### src/rtl/fma_norm_round_if.sv
`default_nettype none
`timescale 1ns/1ps
// ============================================================================
// Module   : fma_norm_round_if
// Purpose  : Operand / result handshake bundle for the FMA normalize-round stage
// Revision : 1.0 - initial release
// ============================================================================
interface fma_norm_round_if #(
    parameter int MW = 36,
    parameter int EW = 7
);
    logic          in_valid;
    logic          in_ready;
    logic          in_sign;
    logic [EW-1:0] in_exp;
    logic [MW-1:0] in_mant;
    logic          in_sticky;
    logic          in_rz;
    logic          out_valid;
    logic          out_ready;
    logic [15:0]   out_result;
    logic          out_overflow;
    logic          out_inexact;

    modport master (
        output in_valid, in_sign, in_exp, in_mant, in_sticky, in_rz, out_ready,
        input  in_ready, out_valid, out_result, out_overflow, out_inexact
    );

    modport slave (
        input  in_valid, in_sign, in_exp, in_mant, in_sticky, in_rz, out_ready,
        output in_ready, out_valid, out_result, out_overflow, out_inexact
    );
endinterface
`default_nettype wire

### src/rtl/fma_norm_round.sv
`default_nettype none
`timescale 1ns/1ps
// ============================================================================
// Module   : fma_norm_round
// Purpose  : Iterative normalizer and binary16 rounder (RNE/RZ) for the FMA back end
// Revision : 1.0 - initial release
// ============================================================================
module fma_norm_round #(
    parameter int MW     = 36,
    parameter int EW     = 7,
    parameter int COARSE = 8
) (
    input wire              clk,
    input wire              rst_n,
    fma_norm_round_if.slave bus
);
    typedef enum logic [1:0] {
        S_IDLE  = 2'd0,
        S_NORM  = 2'd1,
        S_ROUND = 2'd2,
        S_HOLD  = 2'd3
    } state_t;

    localparam int c_lead = MW - 3;
    localparam logic signed [EW-1:0] c_one      = EW'(1);
    localparam logic signed [EW-1:0] c_fine_lim = EW'(-7);
    localparam logic signed [EW-1:0] c_clamp    = EW'(-40);
    localparam logic signed [EW-1:0] c_coarse   = EW'(COARSE);
    localparam logic signed [EW-1:0] c_e31      = EW'(31);
    localparam logic signed [EW-1:0] c_emax     = {1'b0, {(EW-1){1'b1}}};

    state_t                r_state;
    logic                  r_in_ready;
    logic                  r_out_valid;
    logic [15:0]           r_result;
    logic                  r_overflow;
    logic                  r_inexact;
    logic                  r_sign;
    logic signed [EW-1:0]  r_exp;
    logic [MW-1:0]         r_mant;
    logic                  r_sticky;
    logic                  r_rz;

    logic [MW-1:0]         w_mant_nx;
    logic signed [EW-1:0]  w_exp_nx;
    logic                  w_stk_nx;
    logic                  w_norm_done;

    // One normalization step per cycle; the first matching rule wins.
    always_comb begin
        w_mant_nx   = r_mant;
        w_exp_nx    = r_exp;
        w_stk_nx    = r_sticky;
        w_norm_done = 1'b0;
        if (|r_mant[MW-1:MW-2]) begin
            w_mant_nx = r_mant >> 1;
            // Saturate instead of wrapping; any exponent this large overflows anyway.
            w_exp_nx  = (r_exp == c_emax) ? r_exp : r_exp + c_one;
            w_stk_nx  = r_sticky | r_mant[0];
        end else if (r_exp < c_one) begin
            if (r_exp < c_clamp) begin
                w_mant_nx = '0;
                w_exp_nx  = c_one;
                w_stk_nx  = r_sticky | (|r_mant);
            end else if (r_exp <= c_fine_lim) begin
                w_mant_nx = r_mant >> COARSE;
                w_exp_nx  = r_exp + c_coarse;
                w_stk_nx  = r_sticky | (|r_mant[COARSE-1:0]);
            end else begin
                w_mant_nx = r_mant >> 1;
                w_exp_nx  = r_exp + c_one;
                w_stk_nx  = r_sticky | r_mant[0];
            end
        end else if ((|r_mant) && !r_mant[c_lead] && (r_exp > c_one)) begin
            if (!(|r_mant[c_lead -: COARSE]) && (r_exp > c_coarse)) begin
                w_mant_nx = r_mant << COARSE;
                w_exp_nx  = r_exp - c_coarse;
            end else begin
                w_mant_nx = r_mant << 1;
                w_exp_nx  = r_exp - c_one;
            end
        end else begin
            w_norm_done = 1'b1;
        end
    end

    logic        w_g;
    logic        w_s;
    logic        w_inc;
    logic [4:0]  w_efield;
    logic [14:0] w_base;
    logic [14:0] w_sum;
    logic        w_ovf;
    logic [15:0] w_result;
    logic        w_inexact;

    // Rounding adds into the packed {exponent, fraction} so a fraction carry bumps the binade.
    always_comb begin
        w_g       = r_mant[c_lead-11];
        w_s       = (|r_mant[c_lead-12:0]) | r_sticky;
        w_inc     = ~r_rz & w_g & (r_mant[c_lead-10] | w_s);
        w_efield  = r_mant[c_lead] ? r_exp[4:0] : 5'd0;
        w_base    = {w_efield, r_mant[c_lead-1 -: 10]};
        w_sum     = w_base + {14'd0, w_inc};
        w_ovf     = (r_mant[c_lead] && (r_exp >= c_e31)) || (w_sum[14:10] == 5'h1F);
        w_result  = w_ovf ? {r_sign, (r_rz ? 15'h7BFF : 15'h7C00)} : {r_sign, w_sum};
        w_inexact = w_g | w_s | w_ovf;
    end

    always_ff @(posedge clk or negedge rst_n) begin
        if (!rst_n) begin
            r_state     <= S_IDLE;
            r_in_ready  <= 1'b1;
            r_out_valid <= 1'b0;
            r_result    <= 16'd0;
            r_overflow  <= 1'b0;
            r_inexact   <= 1'b0;
            r_sign      <= 1'b0;
            r_exp       <= '0;
            r_mant      <= '0;
            r_sticky    <= 1'b0;
            r_rz        <= 1'b0;
        end else begin
            case (r_state)
                S_IDLE: begin
                    if (bus.in_valid) begin
                        r_sign     <= bus.in_sign;
                        r_exp      <= $signed(bus.in_exp);
                        r_mant     <= bus.in_mant;
                        r_sticky   <= bus.in_sticky;
                        r_rz       <= bus.in_rz;
                        r_in_ready <= 1'b0;
                        r_state    <= S_NORM;
                    end
                end
                S_NORM: begin
                    if (w_norm_done) begin
                        r_state <= S_ROUND;
                    end else begin
                        r_mant   <= w_mant_nx;
                        r_exp    <= w_exp_nx;
                        r_sticky <= w_stk_nx;
                    end
                end
                S_ROUND: begin
                    r_result    <= w_result;
                    r_overflow  <= w_ovf;
                    r_inexact   <= w_inexact;
                    r_out_valid <= 1'b1;
                    r_state     <= S_HOLD;
                end
                S_HOLD: begin
                    if (bus.out_ready) begin
                        r_out_valid <= 1'b0;
                        r_in_ready  <= 1'b1;
                        r_state     <= S_IDLE;
                    end
                end
                default: r_state <= S_IDLE;
            endcase
        end
    end

    assign bus.in_ready     = r_in_ready;
    assign bus.out_valid    = r_out_valid;
    assign bus.out_result   = r_result;
    assign bus.out_overflow = r_overflow;
    assign bus.out_inexact  = r_inexact;
endmodule
`default_nettype wire
### src/flat_wrapper.sv
// flat-port wrapper written by rule: the top's interface ports become plain ports
module fma_norm_round_flat 
#(
    parameter int MW     = 36,
    parameter int EW     = 7,
    parameter int COARSE = 8
)
  (clk, rst_n, bus_in_valid, bus_in_sign, bus_in_exp, bus_in_mant, bus_in_sticky, bus_in_rz, bus_out_ready, bus_in_ready, bus_out_valid, bus_out_result, bus_out_overflow, bus_out_inexact);
  fma_norm_round_if #(.MW(MW), .EW(EW)) bus_i ();
  input wire clk;
  input wire rst_n;
  input wire logic [$bits(bus_i.in_valid)-1:0] bus_in_valid;
  input wire logic [$bits(bus_i.in_sign)-1:0] bus_in_sign;
  input wire logic [$bits(bus_i.in_exp)-1:0] bus_in_exp;
  input wire logic [$bits(bus_i.in_mant)-1:0] bus_in_mant;
  input wire logic [$bits(bus_i.in_sticky)-1:0] bus_in_sticky;
  input wire logic [$bits(bus_i.in_rz)-1:0] bus_in_rz;
  input wire logic [$bits(bus_i.out_ready)-1:0] bus_out_ready;
  output wire logic [$bits(bus_i.in_ready)-1:0] bus_in_ready;
  output wire logic [$bits(bus_i.out_valid)-1:0] bus_out_valid;
  output wire logic [$bits(bus_i.out_result)-1:0] bus_out_result;
  output wire logic [$bits(bus_i.out_overflow)-1:0] bus_out_overflow;
  output wire logic [$bits(bus_i.out_inexact)-1:0] bus_out_inexact;
  assign bus_i.in_valid = bus_in_valid;
  assign bus_i.in_sign = bus_in_sign;
  assign bus_i.in_exp = bus_in_exp;
  assign bus_i.in_mant = bus_in_mant;
  assign bus_i.in_sticky = bus_in_sticky;
  assign bus_i.in_rz = bus_in_rz;
  assign bus_i.out_ready = bus_out_ready;
  assign bus_in_ready = bus_i.in_ready;
  assign bus_out_valid = bus_i.out_valid;
  assign bus_out_result = bus_i.out_result;
  assign bus_out_overflow = bus_i.out_overflow;
  assign bus_out_inexact = bus_i.out_inexact;
  fma_norm_round #(.MW(MW), .EW(EW), .COARSE(COARSE)) u_core (.clk(clk), .rst_n(rst_n), .bus(bus_i));
endmodule
### config.mk
export PLATFORM = sky130hd
export DESIGN_NAME = fma_norm_round_flat
export DESIGN_NICKNAME = d
export VERILOG_FILES = /design/src/rtl/fma_norm_round_if.sv /design/src/rtl/fma_norm_round.sv /design/src/flat_wrapper.sv
export SDC_FILE = /design/constraint.sdc
export NUM_CORES = 1
export LEC_CHECK = 0
export ABC_AREA = 1
export BUFFER_PORTS_ARGS = -buffer_cell sky130_fd_sc_hd__buf_2
export CORE_AREA = 2 2 101 103
export DETAILED_ROUTE_END_ITERATION = 6
export DIE_AREA = 0 0 103 105
export PLACE_DENSITY = 0.81
export SYNTH_ARGS = -nofsm -noshare
export SYNTH_HDL_FRONTEND = slang
export SYNTH_SLANG_ARGS = --single-unit
### constraint.sdc
create_clock -name clk -period 2.4 [get_ports clk]
set_clock_uncertainty 0.05 [all_clocks]
set_input_delay 0.48 -clock clk [delete_from_list [all_inputs] [get_ports clk]]
set_output_delay 0.48 -clock clk [all_outputs]
set_load 0.02 [all_outputs]
==> impl_metrics.ini <==
[status]
status = finished clean

[floorplanning]
initial_core_util_pct = 59.7
fp.dieW_um = 103
core_mm2 = 0.00964
io_pins = 70
die_area_mm2 = 0.0108
rows = 36
die_h_um = 105

[drt]
drt-total-wl_mm = 18.0
ant_nets = 0
drt_drc_violations_left = 0
drtIter0Drc = 562
dr_total_vias = 6374
first_pass_iters = 5
viasPerCell = 5.69
wl_per_cell_um = 16.1

[logic_synthesis]
synth_top_cell_by_area = dfrtp_1
syn-num-nets = 964
yosys_warnings = 0
synthArstFlopShare_pct = 100
synth_ff_type = dfrtp_1
yosysSeqAreaShare_pct = 29.6
syn_area_per_cell_um2 = 6.39
synthCells = 900
syn_area_mm2 = 0.00575
ys_ff_latch = 68
synth-edff-count = 0
synth_top_area_share_pct = 29.1
yosysMostFrequentCell = nand2_1
synth_area_leaders = dfrtp_1 (29%), nand2_1 (20%), nand3_1 (9.0%)
synth_common_cells = nand2_1 (305), nand3_1 (103), inv_1 (84), nor2_1 (75), dfrtp_1 (67)
post_synth_num_cell_types = 44

[cells_and_area]
fillers = 935
layout-drive-gt1-share_pct = 19.2
stdcell_area_mm2 = 0.00663
final_cells = 1121
antenna_cells = 0
nets = 1047
area_growth_syn_to_layout_pct = 15.2

[global_route]
grt_pass1_wl_mm = 29.4
grt_max_degree = 49
grt.total_usage_pct = 34.8
grt_pass1_vias = 6012
overflow = 0
antenna_found_initial = 0

[sta]
setup_viol = 0
layout_min_cycle_time_ps = 2240
rsz0062_at_grt = false
fin_crit_sh_pct = 93.3
hold_viol = 0
slew-limit-headroom_pct = 57.5
tightest_slew_ps = 637
final.setup.tns_ps = 0
fmax_mhz = 447
fin_ws_ps = 161
drv_slew = 0

[setup_path]
path_cells = inv_1 > ha_1 > inv_1 > nor2_2 > nand2_2 > nand2_2 > nor2_4 > nand2_4 > inv_4 > nand2_4 > nand3_2 > inv_1 > nand2_1 > nand2_1 > nand2_1
rr_startpoint = u_core.r_exp[4]
slowest_stage = dfrtp_1
crit_path_start_kind = flip-flop
cp_slowest_stage_delay_ps = 430
reg2reg_depth = 15
crit_family = simple AND/OR/NAND/NOR gates
crit_fanout = 8
crit_required_ps = 2610
arrival_ps = 2440
cp_num_buf_inv = 4
end_kind = flip-flop
path_class = reg -> reg
rrSetupSlack_ps = 160
rr_endpoint = u_core.r_exp[0]

[clocking]
clk_pin_slew_ps = 80
clock_sinks = 68
clk_latency_ps = 370
cts_tree = done
clk_path_buf_depth = 2
cts_buffers = 9
htreeDepth = 3
cts-root-buf = clkbuf_8

[place]
hpwlAfterDp_mm = 13.5
place_ws_ps = 79.1
io_buffer_count = 69
placedCellCount = 1103
postPlaceCellArea_mm2 = 0.00637
place_congestion = 0.950

[pwr]
pwr-share-seq_pct = 23.0
power.total_mw = 10.3
p_per_area_mw_per_mm2 = 1560
swShare_pct = 54.1
combinationalPowerShare_pct = 66.5
ir_worst_vdd_mv = 0.723
p_int_mw = 4.74
p_clk_share_pct = 10.4
leakagePower_nw = 3.49
p_sw_mw = 5.58

[worst_hold_path]
hold_path_depth = 3
timing.hold.worst.class = in -> reg
hold_path_end = u_core.bus.in_ready
min-delay-start = bus_out_ready

[run]
maxCapViolations = 0
==> worst max-delay path by stage <==
stage | cells past startpoint | end | startpoint
2_1_floorplan | 15 | u_core.r_mant[26] | u_core.r_exp[3]
3_3_place_gp | 17 | u_core.bus.out_result[7] | u_core.r_rz
3_5_place_dp | 17 | u_core.bus.out_result[3] | u_core.r_rz
4_1_cts | 17 | u_core.bus.out_result[3] | u_core.r_rz
5_1_grt | 14 | u_core.r_mant[11] | u_core.r_exp[4]
6_report | 15 | u_core.r_exp[0] | u_core.r_exp[4]
==> placed cells by master (no fill, tap or decap), types with 2 or more instances in the layout <==
cell	instances
buf_2	69
buf_6	2
nand3_2	4
nand3_1	102
nand4_1	29
nand2_4	3
ha_1	13
buf_4	40
clkinvlp_4	2
nor2_1	75
o211ai_1	9
nor2_2	8
o21ai_0	42
nand2_2	16
a21oi_1	25
a31oi_1	3
clkbuf_8	9
nor2_4	3
buf_12	5
o22ai_1	6
dfrtp_1	67
inv_4	2
xor2_1	11
nand4_2	2
nor3_1	4
o21ai_1	19
inv_1	81
nand2_1	303
bufinv_16	2
inv_2	11
==> power groups by stage <==
stage	logic, mW	clock network (mW)	registers, mW
after floorplan	4.72	0	2.31
after global placement	6.60	0	2.35
after detailed placement	6.68	0	2.36
after CTS	6.73	1.08	2.34
after global routing	7.63	1.15	2.44
final	6.87	1.08	2.38
==> through the flow <==
step | util [%] | hold WS [ps]
2_1_floorplan | - | 134
4_1_cts | 68.4 | 299
3_5_place_dp | 66.1 | 343
5_1_grt | 68.8 | 293
6_report | 68.8 | 300
3_3_place_gp | 66.1 | 341
==> worst reg2reg max path, delay by kind of cell, from the launching register on <==
family,cells,cell delay [ps]
buffers and inverters,4,400
flip-flops,1,430
AND/OR/NAND/NOR,10,1020
adder cells (fa/ha/maj),1,220
==> cell families (layout without fill, tap and decap cells) <==
family                     after synthesis  count (layout)  share of synthesized area (%)
AOI/OAI and AO/OA                      115             115                           11.5
xor gates and xnor gates                11              11                           1.67
adders and majority gates               14              14                           3.04
buffers and inverters                  139             227                           11.5
DFF                                     68              68                           29.6
muxes                                    1               1                          0.196
and+or+nand+nor                        552             552                           42.5
==> area by class of cell <==
| cell class | instances | area (um^2) | area share, % |
|---|---|---|---|
| Sequential cell | 68 | 1700 | 25.7 |
| Inverter | 94 | 358 | 5.40 |
| Clock buffer | 10 | 128 | 1.93 |
| Tap cell | 133 | 166 | 2.51 |
| Clock inverter | 6 | 88.8 | 1.34 |
| Multi-Input combinational cell | 693 | 3410 | 51.4 |
| Timing Repair Buffer | 117 | 778 | 11.7 |
==> routing by layer <==
layer	global-route usage (%)	share of wire, %	wire length (um)	vias to the layer above
met5	0	0	0	-
met4	14.7	3.5	635	0
met3	6.76	8.0	1450	58
met2	54.3	47	8460	325
met1	46.6	42	7510	2917
li1	-	-	-	3074
==> flip-flops by register name (all words and copies together) (netlist names) <==
name,cells
u_core.r_mant,36
u_core.bus.out_result,16
u_core.r_exp,7
u_core.r_state,2
u_core.bus.in_ready,1
u_core.bus.out_inexact,1
u_core.bus.out_overflow,1
u_core.bus.out_valid,1
u_core.r_rz,1
u_core.r_sign,1
u_core.r_sticky,1
==> repair_timing <==
item	in CTS	in global routing
hold buffers	1	0
endpoints found under the setup margin	0	16
gates resized for setup	0	10
setup buffers	0	1
endpoints found under the hold margin	10	0
Power figures use the tool's default switching activity.
